[src/rtl/riscv_pkg.sv]
// Shared types for the 5-stage RISC-V core: result-select encoding, forwarding
// selects and hazard-controller FSM states.
package riscv_pkg;

   localparam logic [1:0] RESULT_LOAD = 2'b01;

   typedef enum logic [1:0] {
      FWD_RF = 2'b00,
      FWD_W  = 2'b01,
      FWD_M  = 2'b10
   } fwd_sel_t;

   typedef enum logic [1:0] {
      RUN      = 2'b00,
      MEM_WAIT = 2'b01,
      MEM_ERR  = 2'b10
   } hctrl_state_t;

endpackage

[src/rtl/hazard_ctrl_fwd_sel.sv]
// EX-stage forwarding select for one source operand; MEM result beats WB result.
module fwd_sel
   import riscv_pkg::*;
(
   input  logic [4:0] i_rs,
   input  logic [4:0] i_rd_m,
   input  logic       i_reg_write_m,
   input  logic [4:0] i_rd_w,
   input  logic       i_reg_write_w,
   output fwd_sel_t   o_sel
);

   logic w_hit_m;
   logic w_hit_w;

   assign w_hit_m = i_reg_write_m && (i_rd_m != 5'd0) && (i_rd_m == i_rs);
   assign w_hit_w = i_reg_write_w && (i_rd_w != 5'd0) && (i_rd_w == i_rs);

   always_comb begin
      o_sel = FWD_RF;
      if (w_hit_m)
         o_sel = FWD_M;
      else if (w_hit_w)
         o_sel = FWD_W;
   end

endmodule

[src/rtl/hazard_ctrl.sv]
// Pipeline hazard controller: stall/flush/forward generation, data-memory wait
// sequencing with timeout, and saturating stall/redirect counters.
module hazard_ctrl
   import riscv_pkg::*;
#(
   parameter int WAIT_LIMIT = 16,
   parameter int CNT_W      = 32
) (
   input  logic             clk,
   input  logic             reset,
   input  logic [4:0]       Rs1D,
   input  logic [4:0]       Rs2D,
   input  logic [4:0]       Rs1E,
   input  logic [4:0]       Rs2E,
   input  logic [4:0]       RdE,
   input  logic [1:0]       ResultSrcE,
   input  logic             PCSrcE,
   input  logic [4:0]       RdM,
   input  logic [4:0]       RdW,
   input  logic             RegWriteM,
   input  logic             RegWriteW,
   input  logic             DMemReqM,
   input  logic             DMemReadyM,
   output logic             StallF,
   output logic             StallD,
   output logic             StallE,
   output logic             StallM,
   output logic             FlushD,
   output logic             FlushE,
   output logic             FlushW,
   output logic [1:0]       ForwardAE,
   output logic [1:0]       ForwardBE,
   output logic             MemErr,
   output logic [CNT_W-1:0] StallCount,
   output logic [CNT_W-1:0] RedirectCount,
   output hctrl_state_t     DbgState
);

   localparam int              WCW   = $clog2(WAIT_LIMIT + 1);
   localparam logic [WCW-1:0]  LIMIT = WCW'(WAIT_LIMIT);

   hctrl_state_t     r_state;
   hctrl_state_t     w_state_nxt;
   logic [WCW-1:0]   r_wait_cnt;
   logic [WCW-1:0]   w_wait_nxt;
   logic [CNT_W-1:0] r_stall_cnt;
   logic [CNT_W-1:0] r_redir_cnt;

   logic     w_mem_stall;
   logic     w_load_use;
   logic     w_hold_all;
   logic     w_redir_applied;
   fwd_sel_t w_fwd_a;
   fwd_sel_t w_fwd_b;

   // MEM_ERR already holds the whole pipe, so mem_stall is only meaningful outside it.
   assign w_mem_stall = DMemReqM && !DMemReadyM && (r_state != MEM_ERR);
   assign w_load_use  = (ResultSrcE == RESULT_LOAD) && (RdE != 5'd0) &&
                        ((RdE == Rs1D) || (RdE == Rs2D));
   assign w_hold_all  = (r_state == MEM_ERR) || w_mem_stall;

   fwd_sel u_fwd_a (
      .i_rs          (Rs1E),
      .i_rd_m        (RdM),
      .i_reg_write_m (RegWriteM),
      .i_rd_w        (RdW),
      .i_reg_write_w (RegWriteW),
      .o_sel         (w_fwd_a)
   );

   fwd_sel u_fwd_b (
      .i_rs          (Rs2E),
      .i_rd_m        (RdM),
      .i_reg_write_m (RegWriteM),
      .i_rd_w        (RdW),
      .i_reg_write_w (RegWriteW),
      .o_sel         (w_fwd_b)
   );

   always_ff @(posedge clk or posedge reset) begin
      if (reset) begin
         r_state    <= RUN;
         r_wait_cnt <= '0;
      end else begin
         r_state    <= w_state_nxt;
         r_wait_cnt <= w_wait_nxt;
      end
   end

   always_comb begin
      w_state_nxt     = r_state;
      w_wait_nxt      = r_wait_cnt;
      StallF          = 1'b0;
      StallD          = 1'b0;
      StallE          = 1'b0;
      StallM          = 1'b0;
      FlushD          = 1'b0;
      FlushE          = 1'b0;
      FlushW          = 1'b0;
      w_redir_applied = 1'b0;

      case (r_state)
         RUN: begin
            if (w_mem_stall) begin
               w_state_nxt = MEM_WAIT;
               w_wait_nxt  = WCW'(1);
            end
         end
         MEM_WAIT: begin
            if (!w_mem_stall) begin
               w_state_nxt = RUN;
               w_wait_nxt  = '0;
            end else if (r_wait_cnt == LIMIT) begin
               w_state_nxt = MEM_ERR;
            end else begin
               w_wait_nxt = r_wait_cnt + WCW'(1);
            end
         end
         MEM_ERR: begin
            w_state_nxt = MEM_ERR;
         end
         default: begin
            w_state_nxt = RUN;
            w_wait_nxt  = '0;
         end
      endcase

      // Memory hold swallows redirect and load-use; the redirect replays once EX moves.
      if (w_hold_all) begin
         StallF = 1'b1;
         StallD = 1'b1;
         StallE = 1'b1;
         StallM = 1'b1;
         FlushW = 1'b1;
      end else if (PCSrcE) begin
         FlushD          = 1'b1;
         FlushE          = 1'b1;
         w_redir_applied = 1'b1;
      end else if (w_load_use) begin
         StallF = 1'b1;
         StallD = 1'b1;
         FlushE = 1'b1;
      end
   end

   always_ff @(posedge clk or posedge reset) begin
      if (reset) begin
         r_stall_cnt <= '0;
         r_redir_cnt <= '0;
      end else begin
         if (StallF && (r_stall_cnt != {CNT_W{1'b1}}))
            r_stall_cnt <= r_stall_cnt + CNT_W'(1);
         if (w_redir_applied && (r_redir_cnt != {CNT_W{1'b1}}))
            r_redir_cnt <= r_redir_cnt + CNT_W'(1);
      end
   end

   assign ForwardAE     = w_fwd_a;
   assign ForwardBE     = w_fwd_b;
   assign MemErr        = (r_state == MEM_ERR);
   assign StallCount    = r_stall_cnt;
   assign RedirectCount = r_redir_cnt;
   assign DbgState      = r_state;

endmodule

[config.mk]
export PLATFORM = sky130hd
export DESIGN_NAME = hazard_ctrl
export DESIGN_NICKNAME = d
export VERILOG_FILES = /design/src/rtl/riscv_pkg.sv /design/src/rtl/hazard_ctrl_fwd_sel.sv /design/src/rtl/hazard_ctrl.sv
export SDC_FILE = /design/constraint.sdc
export NUM_CORES = 1
export LEC_CHECK = 0
export BUFFER_PORTS_ARGS = -buffer_cell sky130_fd_sc_hd__buf_2
export CAP_MARGIN = 20
export CORE_MARGIN = 4
export CORE_UTILIZATION = 55
export DETAILED_ROUTE_END_ITERATION = 6
export PLACE_DENSITY = 0.95
export REMOVE_ABC_BUFFERS = 1
export SLEW_MARGIN = 0
export SYNTH_ARGS = -nofsm -noshare
export SYNTH_HDL_FRONTEND = slang
export SYNTH_SLANG_ARGS = --single-unit
export TNS_END_PERCENT = 50
[constraint.sdc]
create_clock -name clk -period 6.76 [get_ports clk]
set_input_delay 1.352 -clock clk [delete_from_list [all_inputs] [get_ports clk]]
set_output_delay 1.352 -clock clk [all_outputs]
set_load 0.05 [all_outputs]
==> flow_summary.toml <==
[global_routing]
antenna_found_initial = 0
grt_overflow = 0
met1_usage_pct = 26.2
grt_max_degree = 72
grt_busiest_layer = "met2"
grt_pass1_wl_um = 15100
grt_pass1_vias = 3304
met2_usage_pct = 39.1
grt_usage_pct = 22.0
use_met3_pct = 5.82

[setup_path]
cp_cell_sequence = "buf_2 -> or4_1 -> o21ai_0 -> nor4_1 -> nor4_1 -> buf_2"
r2r_setup_slack_ns = 4.42
cp.arrival_ns = 2.95
worstSetupPathType = "primary input to primary output"
cp_max_fo = 3
reg2reg_depth = 7
worst_r2r_endpoint = "StallCount[31]"
crit_start = "RdM[0]"
endpoint = "ForwardAE[0]"
reg2reg_from = "StallCount[5]"
cp.required_ns = 5.41
critPathCaptureType = "primary output"
start_kind = "primary input"
slowest_delay_ns = 0.53
slowest_stage = "or4_1"

[synthesis]
netlist.area_leader.share_pct = 46.2
ys_types = 47
synth_area_leader_cell = "dfrtp_1"
yosysWarnings = 0
ys_seq_elements = 71
avgSynthCellArea_um2 = 10.1
syn_area_um2 = 3850
synthTopCellsByArea = "dfrtp_1 46%, xnor2_1 12%, xor2_1 8.7%, nand3_1 3.9%, nand4_1 3.4%"
synth-seq-area-share_pct = 46.2
synthCells = 382

[routing]
dr_total_vias = 3273
drc = 0
wl_per_cell_um = 15.1
postRouteAntennaNets = 0
first_pass_iters = 4
via_per_inst = 5.41
drt-total-wl_um = 9110
drtIter0Drc = 111

[finish]
layout_common_cells = "121 x buf_2, 71 x dfrtp_1, 53 x xnor2_1, 38 x xor2_1, 33 x nand2_1"
seqCellArea_um2 = 1780
instances_no_fill = 605
antenna_cells = 0
layout-area-overhead-vs-synth_pct = 22.0
nFillCells = 493
multi_input_area_um2 = 1960
nets = 552
drive_gt1_share_pct = 29.7
final_common_cell = "buf_2"
final_cell_area_um2 = 4690

[floorplanning]
rows = 30
design.core.area_um2 = 6790
io_pins = 122
dieHeight_um = 91.6
die_w_um = 91.6
dieArea_um2 = 8400
initial_core_util_pct = 56.6

[run_status]
status = "complete, no violations"

[timing]
drv_slew = 0
setup_viol = 0
hold-worst-slack_ns = 0.491
finalCriticalPeriod_ns = 4.30
slew_headroom_pct = 35.0
tightest_slew_ns = 0.971
setup_tns_ns = 0
rsz0062_at_grt = "no"
fin_crit_sh_pct = 63.7
skew_ns = 0.00871
hold_viol = 0
fmax_ghz = 0.232

[pwr]
p_per_area_nw_per_um2 = 241
p_leak_nw = 2.36
ir_drop_mv = 0.211
design_power_total_w = 0.00113

[clock_tree]
cts_tree = "yes"
clk_pin_slew_worst_paths_ns = 0.08
clk_latency_ns = 0.34
cts_resized = 0
cts_setup_buffers = 0
cts_buffers = 9
htree_levels = 3
clock-sinks = 71
cts_hold_buf = 0
root_buffer = "clkbuf_8"
cts_buffer_depth = 2

[hold_path]
hold_class = "flip-flop to flip-flop"

[place]
gp_congestion = 0.848
placed_area_um2 = 4510
placed_cells = 589
port_buffers = 121
dpl.hpwl_um = 6910

[run]
cap_violations = 0
per-layer routing:
metal	up-vias	wire [um]	part of all wire [%]
met1	1596	3590	39
li1	1558	-	-
met3	12	578	6.3
met5	-	0	0
met4	0	130	1.4
met2	107	4810	53
sequential cells by signal, indices dropped and copies added, names as in the netlist:
| name | count |
|---|---|
| r_wait_cnt | 5 |
| RedirectCount | 32 |
| DbgState | 2 |
| StallCount | 32 |
stage by stage:
stage,util [%],worst slack (ns)
global route,69.1,2.30
finish,69.1,2.46
floorplan,-,1.48
CTS,69.1,2.47
global placement,66.4,2.53
detailed placement,66.4,2.48
critical path: cells and delay by family:
family                 cells  cell delay (ns)
buffers and inverters      2             0.43
and+or+nand+nor            3             0.93
AOI/OAI and AO/OA          1             0.24
worst min-delay path by stage:
stage / startpoint / endpoint / slack [ns] / cells after the start
global placement: RedirectCount[10] / RedirectCount[10] / 0.47 / 1
floorplan: r_wait_cnt[4] / r_wait_cnt[4] / 0.45 / 1
CTS: RedirectCount[25] / RedirectCount[25] / 0.49 / 1
detailed placement: StallCount[26] / StallCount[26] / 0.48 / 1
global route: RedirectCount[16] / RedirectCount[16] / 0.52 / 1
finish: RedirectCount[25] / RedirectCount[25] / 0.49 / 1
where the power goes:
| part | internal (W) | total (W) | switching, W |
|---|---|---|---|
| Clock | 0.000152 | 0.000314 | 0.000162 |
| Sequential | 0.000462 | 0.000511 | 0.0000495 |
| Combinational | 0.0000859 | 0.000306 | 0.000220 |
cells by family after synthesis:
group                    count (synthesis)  synth area share (%)
AND/OR/NAND/NOR                        171                  24.8
XOR/XNOR                                91                  20.7
multiplexers                             3                 0.878
buffers and inverters                   21                  2.83
flip-flops                              71                  46.2
adder cells (fa/ha/maj)                  4                  1.30
AO/OA/AOI/OAI                           21                  3.28
Yosys cell counts (all sizes together):
library cell	instances
dfrtp	71
xnor2	53
xor2	38
nand2	33
nand3	31
nor2	25
nand4	22
and3	19
inv	10
buf	9
nor3	8
nor4	7
o21ai	7
a21oi	5
or4	5
and2	4
ha	4
nor2b	4
mux2	3
clkbuf	2
nand2b	2
nor4b	2
o22ai	2
o31ai	2
or2	2
or3	2
a21boi	1
a21o	1
a22oi	1
and2b	1
and4	1
nand4b	1
nand4bb	1
nor3b	1
o211ai	1
o31a	1
layout make-up:
class | instances | area share (%)
repair buffers | 122 | 13.1
well taps | 96 | 2.56
clock buffers | 11 | 3.23
flip-flops and latches | 71 | 37.9
multi-input cells | 290 | 41.8
clock inverters | 5 | 0.693
inverters | 10 | 0.800
Power figures use the tool's default switching activity.
